==> src/rtl/multiword_add_sequencer.sv <==
// ---------------------------------------------------------------------------
// multiword_add_sequencer
//
// Purpose:
//   Adds two W-bit operands plus a carry-in, where W = SLICEBITS*NUMSLICES.
//   It reuses a single SLICEBITS-wide carry-lookahead adder over several
//   cycles. One slice is processed per cycle, least-significant slice first.
//   The carry between slices is held in a register, so the chained result is
//   the same as one W-bit adder. Operands come in and results go out through
//   a valid/ready handshake.
//
// Optional feature (macro ADDSEQ_OVERFLOW_EN):
//   When defined, an extra output `ovf` reports the signed overflow of the
//   W-bit add. It is registered on the final ADD edge and is valid with
//   out_valid. When the macro is undefined, the port and its logic are absent.
//
// Ports:
//   clk        in   1   rising-edge clock
//   rst_n      in   1   synchronous active-low reset
//   in_valid   in   1   a, b, c_in are valid
//   in_ready   out  1   block can accept operands (state IDLE)
//   a          in   W   operand A
//   b          in   W   operand B
//   c_in       in   1   carry into bit 0
//   out_valid  out  1   s and c_out are valid (state DONE)
//   out_ready  in   1   consumer accepts the result
//   s          out  W   registered sum
//   c_out      out  1   registered carry out of bit W-1
//   busy       out  1   high in ADD and DONE
//   ovf        out  1   signed overflow (only with ADDSEQ_OVERFLOW_EN)
// ---------------------------------------------------------------------------

// ---------------------------------------------------------------------------
// nBitCarryLookAheadAdder
//
// Purpose:
//   Combinational NUMBITS-wide carry-lookahead adder. Each carry is built
//   directly as a sum of products of the generate/propagate terms. Carries
//   are not rippled from the previous bit.
//
// Ports:
//   a, b    in   NUMBITS   addends
//   c_in    in   1         carry into bit 0
//   s       out  NUMBITS   sum
//   c_out   out  1         carry out of bit NUMBITS-1
// ---------------------------------------------------------------------------
module nBitCarryLookAheadAdder #(
    parameter int NUMBITS = 4
) (
    input  logic [NUMBITS-1:0] a,
    input  logic [NUMBITS-1:0] b,
    input  logic               c_in,
    output logic [NUMBITS-1:0] s,
    output logic               c_out
);

    logic [NUMBITS-1:0] gen;
    logic [NUMBITS-1:0] prop;
    logic [NUMBITS:0]   carry;
    logic               acc;
    logic               pchain;

    // carry[i+1] = g[i] | p[i]g[i-1] | p[i]p[i-1]g[i-2] | ... | p[i..0]c_in
    always_comb begin
        gen      = a & b;
        prop     = a ^ b;
        carry    = '0;
        acc      = 1'b0;
        pchain   = 1'b1;
        carry[0] = c_in;
        for (int i = 0; i < NUMBITS; i++) begin
            acc    = 1'b0;
            pchain = 1'b1;
            for (int j = i; j >= 0; j--) begin
                acc    = acc | (pchain & gen[j]);
                pchain = pchain & prop[j];
            end
            carry[i+1] = acc | (pchain & c_in);
        end
    end

    assign s     = prop ^ carry[NUMBITS-1:0];
    assign c_out = carry[NUMBITS];

endmodule

module multiword_add_sequencer #(
    parameter int SLICEBITS = 4,
    parameter int NUMSLICES = 4
) (
    input  logic                           clk,
    input  logic                           rst_n,
    input  logic                           in_valid,
    output logic                           in_ready,
    input  logic [SLICEBITS*NUMSLICES-1:0] a,
    input  logic [SLICEBITS*NUMSLICES-1:0] b,
    input  logic                           c_in,
    output logic                           out_valid,
    input  logic                           out_ready,
    output logic [SLICEBITS*NUMSLICES-1:0] s,
    output logic                           c_out,
    output logic                           busy
`ifdef ADDSEQ_OVERFLOW_EN
    ,
    output logic                           ovf
`endif
);

    localparam int W    = SLICEBITS * NUMSLICES;
    localparam int IDXW = (NUMSLICES > 1) ? $clog2(NUMSLICES) : 1;

    typedef enum logic [1:0] {
        IDLE = 2'd0,
        ADD  = 2'd1,
        DONE = 2'd2
    } state_t;

    // Control and result registers
    state_t              state_q, state_d;
    logic [IDXW-1:0]     idx_q,   idx_d;
    logic                carry_q, carry_d;
    logic [W-1:0]        s_q,     s_d;
    logic                cout_q,  cout_d;
`ifdef ADDSEQ_OVERFLOW_EN
    logic                ovf_q,   ovf_d;
`endif

    // Operand registers. The live ports are ignored once an operation has
    // been accepted.
    logic [W-1:0]        a_q, a_d;
    logic [W-1:0]        b_q, b_d;

    // Slice datapath around the single shared adder
    logic [SLICEBITS-1:0] a_sl;
    logic [SLICEBITS-1:0] b_sl;
    logic [SLICEBITS-1:0] add_s;
    logic                 add_co;
    logic                 last_slice;
    logic                 msb_cin;

    // Select the operand slice addressed by the slice index. A compare-based
    // mux keeps the index arithmetic out of the part-select.
    always_comb begin
        a_sl = '0;
        b_sl = '0;
        for (int k = 0; k < NUMSLICES; k++) begin
            if (idx_q == IDXW'(k)) begin
                a_sl = a_q[k*SLICEBITS +: SLICEBITS];
                b_sl = b_q[k*SLICEBITS +: SLICEBITS];
            end
        end
    end

    nBitCarryLookAheadAdder #(
        .NUMBITS (SLICEBITS)
    ) u_cla (
        .a     (a_sl),
        .b     (b_sl),
        .c_in  (carry_q),
        .s     (add_s),
        .c_out (add_co)
    );

    assign last_slice = (idx_q == IDXW'(NUMSLICES - 1));

    // On the top slice, the carry into bit W-1 can be recovered from that
    // bit's sum: c = a ^ b ^ s.
    assign msb_cin = a_sl[SLICEBITS-1] ^ b_sl[SLICEBITS-1] ^ add_s[SLICEBITS-1];

    // Next-state logic
    always_comb begin
        state_d = state_q;
        idx_d   = idx_q;
        carry_d = carry_q;
        s_d     = s_q;
        cout_d  = cout_q;
        a_d     = a_q;
        b_d     = b_q;
`ifdef ADDSEQ_OVERFLOW_EN
        ovf_d   = ovf_q;
`endif
        case (state_q)
            IDLE: begin
                if (in_valid) begin
                    a_d     = a;
                    b_d     = b;
                    carry_d = c_in;
                    idx_d   = '0;
                    state_d = ADD;
                end
            end

            ADD: begin
                for (int k = 0; k < NUMSLICES; k++) begin
                    if (idx_q == IDXW'(k)) begin
                        s_d[k*SLICEBITS +: SLICEBITS] = add_s;
                    end
                end
                carry_d = add_co;
                if (last_slice) begin
                    cout_d  = add_co;
`ifdef ADDSEQ_OVERFLOW_EN
                    ovf_d   = msb_cin ^ add_co;
`endif
                    idx_d   = '0;
                    state_d = DONE;
                end else begin
                    idx_d   = idx_q + IDXW'(1);
                end
            end

            DONE: begin
                // s and c_out stay unchanged until the consumer takes them.
                if (out_ready) begin
                    state_d = IDLE;
                end
            end

            default: begin
                state_d = IDLE;
                idx_d   = '0;
            end
        endcase
    end

    // State and result registers. A reset abandons any operation in flight
    // and clears the visible result.
    always_ff @(posedge clk) begin
        if (!rst_n) begin
            state_q <= IDLE;
            idx_q   <= '0;
            carry_q <= 1'b0;
            s_q     <= '0;
            cout_q  <= 1'b0;
`ifdef ADDSEQ_OVERFLOW_EN
            ovf_q   <= 1'b0;
`endif
        end else begin
            state_q <= state_d;
            idx_q   <= idx_d;
            carry_q <= carry_d;
            s_q     <= s_d;
            cout_q  <= cout_d;
`ifdef ADDSEQ_OVERFLOW_EN
            ovf_q   <= ovf_d;
`endif
        end
    end

    // Operand registers carry data only and have no reset.
    always_ff @(posedge clk) begin
        a_q <= a_d;
        b_q <= b_d;
    end

    // Handshake outputs are decoded purely from the state register.
    assign in_ready  = (state_q == IDLE);
    assign out_valid = (state_q == DONE);
    assign busy      = (state_q != IDLE);
    assign s         = s_q;
    assign c_out     = cout_q;
`ifdef ADDSEQ_OVERFLOW_EN
    assign ovf       = ovf_q;
`endif

endmodule

==> config.mk <==
export PLATFORM = sky130hd
export DESIGN_NAME = multiword_add_sequencer
export DESIGN_NICKNAME = d
export VERILOG_FILES = /design/src/rtl/multiword_add_sequencer.sv
export SDC_FILE = /design/constraint.sdc
export NUM_CORES = 1
export LEC_CHECK = 0
export CORE_UTILIZATION = 44
export DETAILED_ROUTE_END_ITERATION = 16
export PLACE_DENSITY = 0.72
export RECOVER_POWER = 25
export SYNTH_ARGS = -nofsm -noshare
export SYNTH_HDL_FRONTEND = slang
export SYNTH_SLANG_ARGS = --single-unit
==> constraint.sdc <==
create_clock -name clk -period 2.4 [get_ports clk]
set_input_delay 0.36 -clock clk [delete_from_list [all_inputs] [get_ports clk]]
set_output_delay 0.36 -clock clk [all_outputs]
set_load 0.05 [all_outputs]
==> results of run 1 <==
## cell families (layout without fill, tap and decap cells)
kind of cell | after synthesis | after routing
DFF | 54 | 54
xor gates and xnor gates | 1 | 1
muxes | 1 | 1
buffers and inverters | 20 | 94
AOI/OAI and AO/OA | 51 | 51
and+or+nand+nor | 79 | 79
adders and majority gates | 9 | 9
## metal layers
| layer | wire, µm | global-route usage (%) |
|---|---|---|
| met1 | 2060 | 20.9 |
| met2 | 2430 | 33.0 |
| met3 | 214 | 4.50 |
| met4 | 124 | 6.38 |
| met5 | 0 | 0 |
## flip-flops by register name, summed over array words and instances, names as in the netlist
register	count
idx_q	2
s	16
b_q	16
carry_q	1
a_q	16
state_q	2
c_out	1
## cell type report
class | count | area [µm²]
multi-input cells | 141 | 928
flip-flops and latches | 54 | 1410
clock inverters | 1 | 30.0
repair buffers | 77 | 726
fillers | 434 | 1850
inverters | 9 | 36.3
clock buffers | 7 | 76.3
well taps | 70 | 87.6
## timing repair
action	4_1_cts	5_1_grt
hold buffers	0	0
endpoints found under the setup margin	8	10
setup buffers	0	6
gates resized for setup	4	26
pin swaps	1	10
## through the flow
| step | instance area, µm² | hold slack [ps] | std cells |
|---|---|---|---|
| final | 3290 | 458 | 359 |
| after global routing | 3290 | 486 | 359 |
| after CTS | 3170 | 461 | 353 |
| after detailed placement | 3050 | 448 | 345 |
| after global placement | 3050 | 449 | 345 |
| after floorplan | 2370 | 459 | 215 |
## tightest hold or removal path: stages (launching register included)
cell and delay [ps]:
dfxtp_1 320, nand3_1 60, nand2_1 40
## power by group through the flow
stage	clock network, µW	registers, µW	logic (µW)
final	583	1060	465
after global routing	630	1060	508
after CTS	596	1060	428
after detailed placement	0	1080	418
after global placement	0	1080	414
after floorplan	0	1120	213
## synth_stat cells, types with 2 or more instances
cell       n  area (µm²)
nand2_1   42         158
edfxtp_1  32         961
dfxtp_1   22         440
a21oi_1   18        90.1
o21ai_0   10        50.1
inv_1      9        33.8
ha_1       8         100
nand3b_1   8        60.1
nand4_1    8        50.1
clkbuf_1   6        22.5
a21boi_0   5        37.5
buf_6      5        56.3
nor2_1     5        18.8
nand3_1    4        20.0
o211a_1    4        40.0
a21boi_1   3        22.5
and2_4     3        26.3
a22oi_1    2        15.0
a31oi_1    2        12.5
nor2b_1    2        12.5
o211ai_1   2        15.0
o21bai_1   2        15.0
## path summary, 6_finish.rpt
check	slack, ps	depth (start not counted)	to
setup / recovery	140	12	carry_q$_SDFFE_PN0P_
hold / removal	460	2	s[10]$_SDFFE_PN0P_
setup reg to reg	140	12	carry_q$_SDFFE_PN0P_
hold reg to reg	460	2	s[10]$_SDFFE_PN0P_
## cells in the final DEF (no fill, tap or decap), types with 2 or more instances in the layout
| master | instances |
|---|---|
| nand3_1 | 4 |
| o211ai_1 | 2 |
| o21bai_1 | 2 |
| edfxtp_1 | 32 |
| ha_2 | 2 |
| nor2b_1 | 2 |
| ha_4 | 3 |
| clkbuf_8 | 5 |
| ha_1 | 3 |
| a22oi_1 | 2 |
| and2_4 | 3 |
| o21ai_1 | 5 |
| a31oi_1 | 2 |
| buf_4 | 19 |
| a21boi_1 | 4 |
| nand4_1 | 8 |
| buf_6 | 2 |
| nor2_1 | 5 |
| a21oi_2 | 2 |
| dlygate4sd3_1 | 26 |
| nand2_1 | 42 |
| o21ai_2 | 2 |
| a21boi_0 | 4 |
| o21ai_0 | 3 |
| dfxtp_1 | 20 |
| inv_1 | 7 |
| clkbuf_1 | 2 |
| a21oi_1 | 16 |
| o211a_1 | 4 |
| clkdlybuf4s50_1 | 30 |
| nand3b_1 | 8 |
==> reports/metrics.sh, run 1 <==
RUN_STATUS='completed'
PATH_CLASS='reg -> reg'
HEIGHT_OF_THE_DIE_UM=75.4
ANTENNA_NETS_POST_ROUTE=0
CTS_TREE='yes'
WL_MM=4.83
WORST_SLEW_MARGIN_REL_PCT=66.0
WIRE_PER_INST_UM=13.4
SETUP_VIOLATIONS=0
PLACE_CONGESTION=0.849
DIE_W_UM=75.4
PEAK_VDD_IR_mV=0.341
FINAL_CRITICAL_PATH_SETUP_SLACK_PS=142
POWER.SHARE.SWITCHING_PCT=25.6
CRITICAL_PATH_S_LARGEST_STAGE_DELAY_PS=370
POWER.SEQUENTIAL.FRACTION_PCT=50.3
SYNTH_FP_NETS=261
TIMING.CRITICAL_PATH.TO_TYPE='flip-flop'
ROUTED_VIA_DENSITY=5.03
CRITPATHREQUIREDTIME_PS=2580
YOSYS.AREA_SHARE.SIMPLE_PCT=16.8
AVERAGE_SIZE_OF_A_MAPPED_CELL_UM2=11.0
TIMING.CRITICAL_PATH.MAX_DELAY_FAMILY='compound AO/OA/AOI/OAI gates'
AREA_SHARE_OF_FA_HA_MAJ_CELLS_AFTER_SYNTHESIS_PCT=5.06
SETUP_TNS_PS=0
SWITCHING_POWER_uW=541
YS_FF_LATCH=54
DRC_VIOLATIONS_LEFT=0
PLACEABLECOREAREA_MM2=0.00514
INITIAL_CORE_UTIL_PCT=46.2
PLACEMENTROWS=26
MAX_SLEW_VIOLATION_COUNT=0
STARTPOINT_TYPE='flip-flop'
SYN_TO_FINAL_GROWTH_PCT=38.7
SEQ_AREA_FRAC_SYNTH_PCT=59.1
REGTOREGSTARTPOINT='idx_q[1]$_SDFFE_PN0P_'
ANTENNA_CELLS=0
MAX_CAP_VIOL_COUNT=0
PRE_CTS_WS_PS=-59.0
CLOCKPOWERSHARE_PCT=27.7
IOPINCOUNT=57
COUNT_OF_INPUT_AND_OUTPUT_BUFFERS=56
WORST_MIN_DELAY_PATH_CATEGORY='reg -> reg'
POWER.SHARE.COMBINATIONAL_PCT=22.1
DESIGN.FINAL.NETS=334
POWER_LEAKAGE_uW=0.00125
ANTENNA_FOUND_INITIAL=0
CRITICAL_PATH.CELL_CHAIN='inv_4 > ha_4 > buf_4 > nand3b_1 > a21oi_1 > a21oi_1 > o21ai_0 > ha_1 > a21o_1 > nand2_1 > and2_1 > a31oi_1'
SYNTH_TOP_FAMILY_BY_AREA='simple AND/OR/NAND/NOR gates'
POWER.INTERNAL_uW=1570
FRACTION_OF_SYNTHESIZED_AREA_IN_MULTIPLEXERS_PCT=0.422
SYNTH_COMPOUND_AREA_SHARE_PCT=13.5
POWER.DENSITY_mW_PER_MM2=641
FINALCRITPERIODSHARE_PCT=94.1
INSERTION_DELAY_PS=300
POST_ROUTE_CELLS_DRIVE_ABOVE_1_SHARE_PCT=16.3
CTS_MADE_BUFFERS=5
POSTSYNTHCELLCOUNT=215
GRT_REMAINING_OVERFLOW=0
DIE_AREA_MM2=0.00569
YOSYS_WARNINGS=0
CTS.ROOT.BUFFER_CELL='clkbuf_8'
DETAILEDROUTE.FIRSTITERATIONVIOLATIONS=73
DRT-PASS1-ITER-COUNT=4
HTREEDEPTH=2
CRIT_TOP_CELL='a21oi_1'
TOP_FANOUT_VALUE_ON_THE_CRITICAL_PATH=7
SYNTH-XOR-AREA-SHARE_PCT=0.369
WORST_HOLD_STARTPOINT='s[10]$_SDFFE_PN0P_'
YOSYS_MOST_USED_DFF='edfxtp_1'
CRITPATHSLOWESTCELL='dfxtp_2'
FIRST_GLOBAL_VIAS=1716
WORSTPATHARRIVAL_PS=2440
FINAL_CORE_UTIL_PCT=64.0
HPWL_MM=3.55
RSZ0062_AT_GRT='true'
CRITPATHBUFINV=2
SYNTH.CELL_AREA_MM2=0.00237
ASYNCSETRESETFLOPFRACSYNTH_PCT=0
CP-STARTPOINT='idx_q[1]$_SDFFE_PN0P_'
CLK_PATH_BUF_DEPTH=2
ACHIEVABLE-FREQUENCY_MHz=443
GRT_MAX_DEGREE=33
GRT_FIRST_PASS_WIRELENGTH_MM=7.53
TIGHTESTPINTRANSITION_PS=508
VIAS=1804
FINCLKSKEW_PS=6.71
CTS.REPORTEDPATHS.CLKPINSLEW_PS=90
GRT_USAGE_PCT=18.2
SYNTHDISTINCTLIBCELLS=35
HOLD_VIOLATIONS=0
COUNT_OF_FLIP_FLOPS_WITH_A_BUILT_IN_ENABLE_AFTER_SYNTHESIS=32
REPORT.POWER.TOTAL_uW=2110
PERIOD_MINUS_SLACK_PS=2260
CTS.SINKS=54
Power figures use the tool's default switching activity.
==> run 2, diff against run 1 <==
--- a/config.mk
+++ b/config.mk
@@ -9,6 +9,7 @@
 export DETAILED_ROUTE_END_ITERATION = 16
 export PLACE_DENSITY = 0.72
 export RECOVER_POWER = 25
+export SKIP_LAST_GASP = 1
 export SYNTH_ARGS = -nofsm -noshare
 export SYNTH_HDL_FRONTEND = slang
 export SYNTH_SLANG_ARGS = --single-unit
==> results of run 2 <==
Same layout as run 1: the final DEF is identical, and so are final timing and power.
==> run 3, diff against run 2 <==
--- a/config.mk
+++ b/config.mk
@@ -5,6 +5,8 @@
 export SDC_FILE = /design/constraint.sdc
 export NUM_CORES = 1
 export LEC_CHECK = 0
+export ABC_AREA = 1
+export CORE_MARGIN = 2
 export CORE_UTILIZATION = 44
 export DETAILED_ROUTE_END_ITERATION = 16
 export PLACE_DENSITY = 0.72
==> run 3 against run 2 <==
  * Sequential share of layout area increased by 0.82 points
  * Global-route usage decreased by 0.42 points
  * Fmax decreased by 1.8%
  * Setup slack got worse by 41 ps
  * Hold slack improved by 24 ps
  * Die area increased by 5.3%
  * Register-to-register slack got worse by 40 ps
  * Cell area decreased by 2.1%
  * Synthesized cell count increased by 11%
  * Critical endpoint is now s[15]$_SDFFE_PN0P_
==> reports/metrics.sh, run 3 <==
RUN_STATUS='completed'  # unchanged
GRT_REMAINING_OVERFLOW=0  # unchanged
YOSYSTOPAREACELLSHARE_PCT=40.5  # about the same
SYNTH.CELLS.MOST_FREQUENT='nand2_1 (50), edfxtp_1 (32), inv_1 (24), dfxtp_1 (22), a21oi_1 (19)'  # was nand2_1 (42), edfxtp_1 (32), dfxtp_1 (22), a21oi_1 (18), o21ai_0 (10)
PLACE_CONGESTION=0.879  # was 0.849
DESIGN.FINAL.NETS=354  # was 334
ACHIEVABLE-FREQUENCY_MHz=435  # was 443 MHz
FIN_AREA_MM2=0.00322  # was 0.00329 mm²
DRC_VIOLATIONS_LEFT=0  # unchanged
CLK_PATH_BUF_DEPTH=2  # unchanged
DIE_AREA_MM2=0.00599  # was 0.00569 mm²
FIRST_GLOBAL_VIAS=1840  # was 1716
IOPINCOUNT=57  # unchanged
CRITPATHREQUIREDTIME_PS=2620  # was 2580 ps
CTS_MADE_BUFFERS=5  # unchanged
COUNT_OF_INPUT_AND_OUTPUT_BUFFERS=56  # unchanged
PEAK_VDD_IR_mV=0.414  # was 0.341 mV
SYNTHDISTINCTLIBCELLS=24  # was 35
CRIT_TOP_CELL='nand2_1'  # was a21oi_1
YOSYS_WARNINGS=0  # unchanged
CTS_TREE='yes'  # unchanged
AVERAGE_SIZE_OF_A_MAPPED_CELL_UM2=9.92  # was 11.0 µm²
SYNTH_AREA_LEADERS='edfxtp_1 (41%), dfxtp_1 (19%), nand2_1 (7.9%)'  # was edfxtp_1 (41%), dfxtp_1 (19%), nand2_1 (6.6%)
FINCLKSKEW_PS=5.28  # was 6.71 ps
POWER_LEAKAGE_uW=0.00130  # was 0.00125 µW
CRITICAL_PATH_S_LARGEST_STAGE_DELAY_PS=380  # was 370 ps
WL_MM=5.00  # was 4.83 mm
MAX_CAP_VIOL_COUNT=0  # unchanged
SYNTH_FP_NETS=285  # was 261
CRITPATHSLOWESTCELL='ha_1'  # was dfxtp_2
POSTSYNTHCELLCOUNT=239  # was 215
PLACEMENTROWS=26  # unchanged
WORST_SLEW_MARGIN_REL_PCT=62.5  # was 66.0%
YOSYS.AREA.TOP_TYPE='edfxtp_1'  # unchanged
ROUTED_VIA_DENSITY=4.87  # was 5.03
CRITICAL_PATH.CELL_CHAIN='buf_4 > ha_4 > buf_4 > nand2_2 > nand2_1 > a31oi_1 > o21ai_1 > ha_1 > nand2_1 > nor2_1 > nor2_2 > nand2_1 > nand2_2 > nand3_2 > nand2_1 > inv_1'  # was inv_4 > ha_4 > buf_4 > nand3b_1 > a21oi_1 > a21oi_1 > o21ai_0 > ha_1 > a21o_1 > nand2_1 > and2_1 > a31oi_1
RRSETUPSLACK_PS=100  # was 140 ps
SYN_TO_FINAL_GROWTH_PCT=35.9  # was 38.7%
RSZ0062_AT_GRT='true'  # unchanged
VIAS=1845  # was 1804
HOLD-WORST-SLACK_PS=482  # was 458 ps
HPWL_MM=3.70  # was 3.55 mm
CTS.SINKS=54  # unchanged
HOLD_VIOLATIONS=0  # unchanged
MOST-COMMON-LAYOUT-CELLS='nand2_1 (48), edfxtp_1 (32), clkdlybuf4s50_1 (31)'  # was nand2_1 (42), edfxtp_1 (32), clkdlybuf4s50_1 (30)
DIE_W_UM=77.4  # was 75.4 µm
WIRE_PER_INST_UM=13.2  # was 13.4 µm
DRT-PASS1-ITER-COUNT=4  # unchanged
CTS.REPORTEDPATHS.CLKPINSLEW_PS=100  # was 90 ps
INITIAL_CORE_UTIL_PCT=46.1  # was 46.2%
ANTENNA_NETS_POST_ROUTE=0  # unchanged
TOP_FANOUT_VALUE_ON_THE_CRITICAL_PATH=6  # was 7
GRT_USAGE_PCT=17.8  # was 18.2%
TIMING.CRITICAL_PATH.TO_TYPE='flip-flop'  # unchanged
GRT_FIRST_PASS_WIRELENGTH_MM=8.36  # was 7.53 mm
POWER.DENSITY_mW_PER_MM2=638  # was 641 mW/mm²
COMMONEST_NON_FILL_NON_TAP_CELL_IN_THE_LAYOUT='nand2_1'  # unchanged
HEIGHT_OF_THE_DIE_UM=77.4  # was 75.4 µm
ANTENNA_CELLS=0  # unchanged
COUNT_OF_FLIP_FLOPS_WITH_A_BUILT_IN_ENABLE_AFTER_SYNTHESIS=32  # unchanged
SYNTH.CELL_AREA_MM2=0.00237  # about the same
MAX_SLEW_VIOLATION_COUNT=0  # unchanged
PERIOD_MINUS_SLACK_PS=2300  # was 2260 ps
TIGHTESTPINTRANSITION_PS=561  # was 508 ps
SETUP_VIOLATIONS=0  # unchanged
FINALCRITPERIODSHARE_PCT=95.8  # was 94.1%
WORST_MIN_DELAY_PATH_CATEGORY='reg -> reg'  # unchanged
STARTPOINT_TYPE='flip-flop'  # unchanged
MOST_FREQUENT_CELL_AFTER_SYNTHESIS='nand2_1'  # unchanged
DETAILEDROUTE.FIRSTITERATIONVIOLATIONS=128  # was 73
DPL_CELL_AREA_MM2=0.00307  # was 0.00305 mm²
POST_ROUTE_CELLS_DRIVE_ABOVE_1_SHARE_PCT=14.6  # was 16.3%
ANTENNA_FOUND_INITIAL=0  # unchanged
CTS.ROOT.BUFFER_CELL='clkbuf_8'  # unchanged
WORSTPATHARRIVAL_PS=2520  # was 2440 ps
PLACEABLECOREAREA_MM2=0.00514  # unchanged
PATH_CLASS='reg -> reg'  # unchanged
INSERTION_DELAY_PS=310  # was 300 ps
GRT_MAX_DEGREE=35  # was 33
REPORT.POWER.TOTAL_uW=2060  # was 2110 µW
YS_FF_LATCH=54  # unchanged
CTS_HOLD_REPAIR.BUFFERS=0  # unchanged
YOSYS_MOST_USED_DFF='edfxtp_1'  # unchanged
ASYNCSETRESETFLOPFRACSYNTH_PCT=0  # unchanged
SEQ_AREA_FRAC_SYNTH_PCT=59.1  # about the same
HTREEDEPTH=2  # unchanged
run 3: cell types whose count changed after synthesis, sizes merged, moves of 9 or more:
cell   change
o21a       +9
nand3     +10
nand2      +9
inv       +19
nor2      +11
run 3: power by group:
group          internal [µW]  switching [µW]
Sequential              1040            24.2
Combinational            193             280
Clock                    211             309
run 3: path summary, 6_finish.rpt:
kind / startpoint / to / depth (start not counted)
max: idx_q[0]$_SDFFE_PN0P_ / s[15]$_SDFFE_PN0P_ / 16
min: s[0]$_SDFFE_PN0P_ / s[0]$_SDFFE_PN0P_ / 2
max reg2reg: idx_q[0]$_SDFFE_PN0P_ / s[15]$_SDFFE_PN0P_ / 16
min reg2reg: s[0]$_SDFFE_PN0P_ / s[0]$_SDFFE_PN0P_ / 2
run 3: worst max-delay path: cells and delay by family, from the launching register on:
family                   cells  cell delay [ps]
flip-flops                   1              330
buffers and inverters        3              320
AO/OA/AOI/OAI                2              270
AND/OR/NAND/NOR              9              740
adder cells (fa/ha/maj)      2              540
run 3: final cells by class:
type                       instances  area, µm²
clock inverter                     3       25.0
timing repair buffer              69        658
multi-input combinational        150        875
tap                               70       87.6
clock buffer                       5       68.8
sequential                        54       1400
inverter                          28        105
fill                             463       1920
run 3: logic make-up (layout without fill, tap and decap cells):
kind of cell | Yosys count | in the layout | share of synthesized area [%]
xor+xnor | 1 | 1 | 0.369
buf+inv | 35 | 105 | 5.96
flops | 54 | 54 | 59.1
fa+ha+maj | 9 | 9 | 5.07
compound gates | 56 | 56 | 13.6
simple gates | 84 | 84 | 15.9
run 3: per-layer routing:
layer | global-route usage, % | part of all wire (%) | up-vias
li1 | - | - | 946
met1 | 21.6 | 44 | 828
met2 | 29.8 | 49 | 63
met3 | 4.42 | 5.6 | 8
met4 | 8.21 | 1.9 | 0
met5 | 0 | 0 | -
run 3: through the flow:
step	util, %	setup TNS, ps	cells	setup WS (ps)
2_1_floorplan	-	0	239	10.8
3_3_place_gp	59.8	0	370	112
3_5_place_dp	59.8	0	370	81.4
4_1_cts	61.6	0	378	54.3
5_1_grt	62.7	-216	379	-63.3
6_report	62.7	0	379	100
run 3: timing repair:
item,CTS,global route
setup buffers,0,1
endpoints found under the hold margin,0,0
gates resized for setup,0,20
endpoints found under the setup margin,0,15
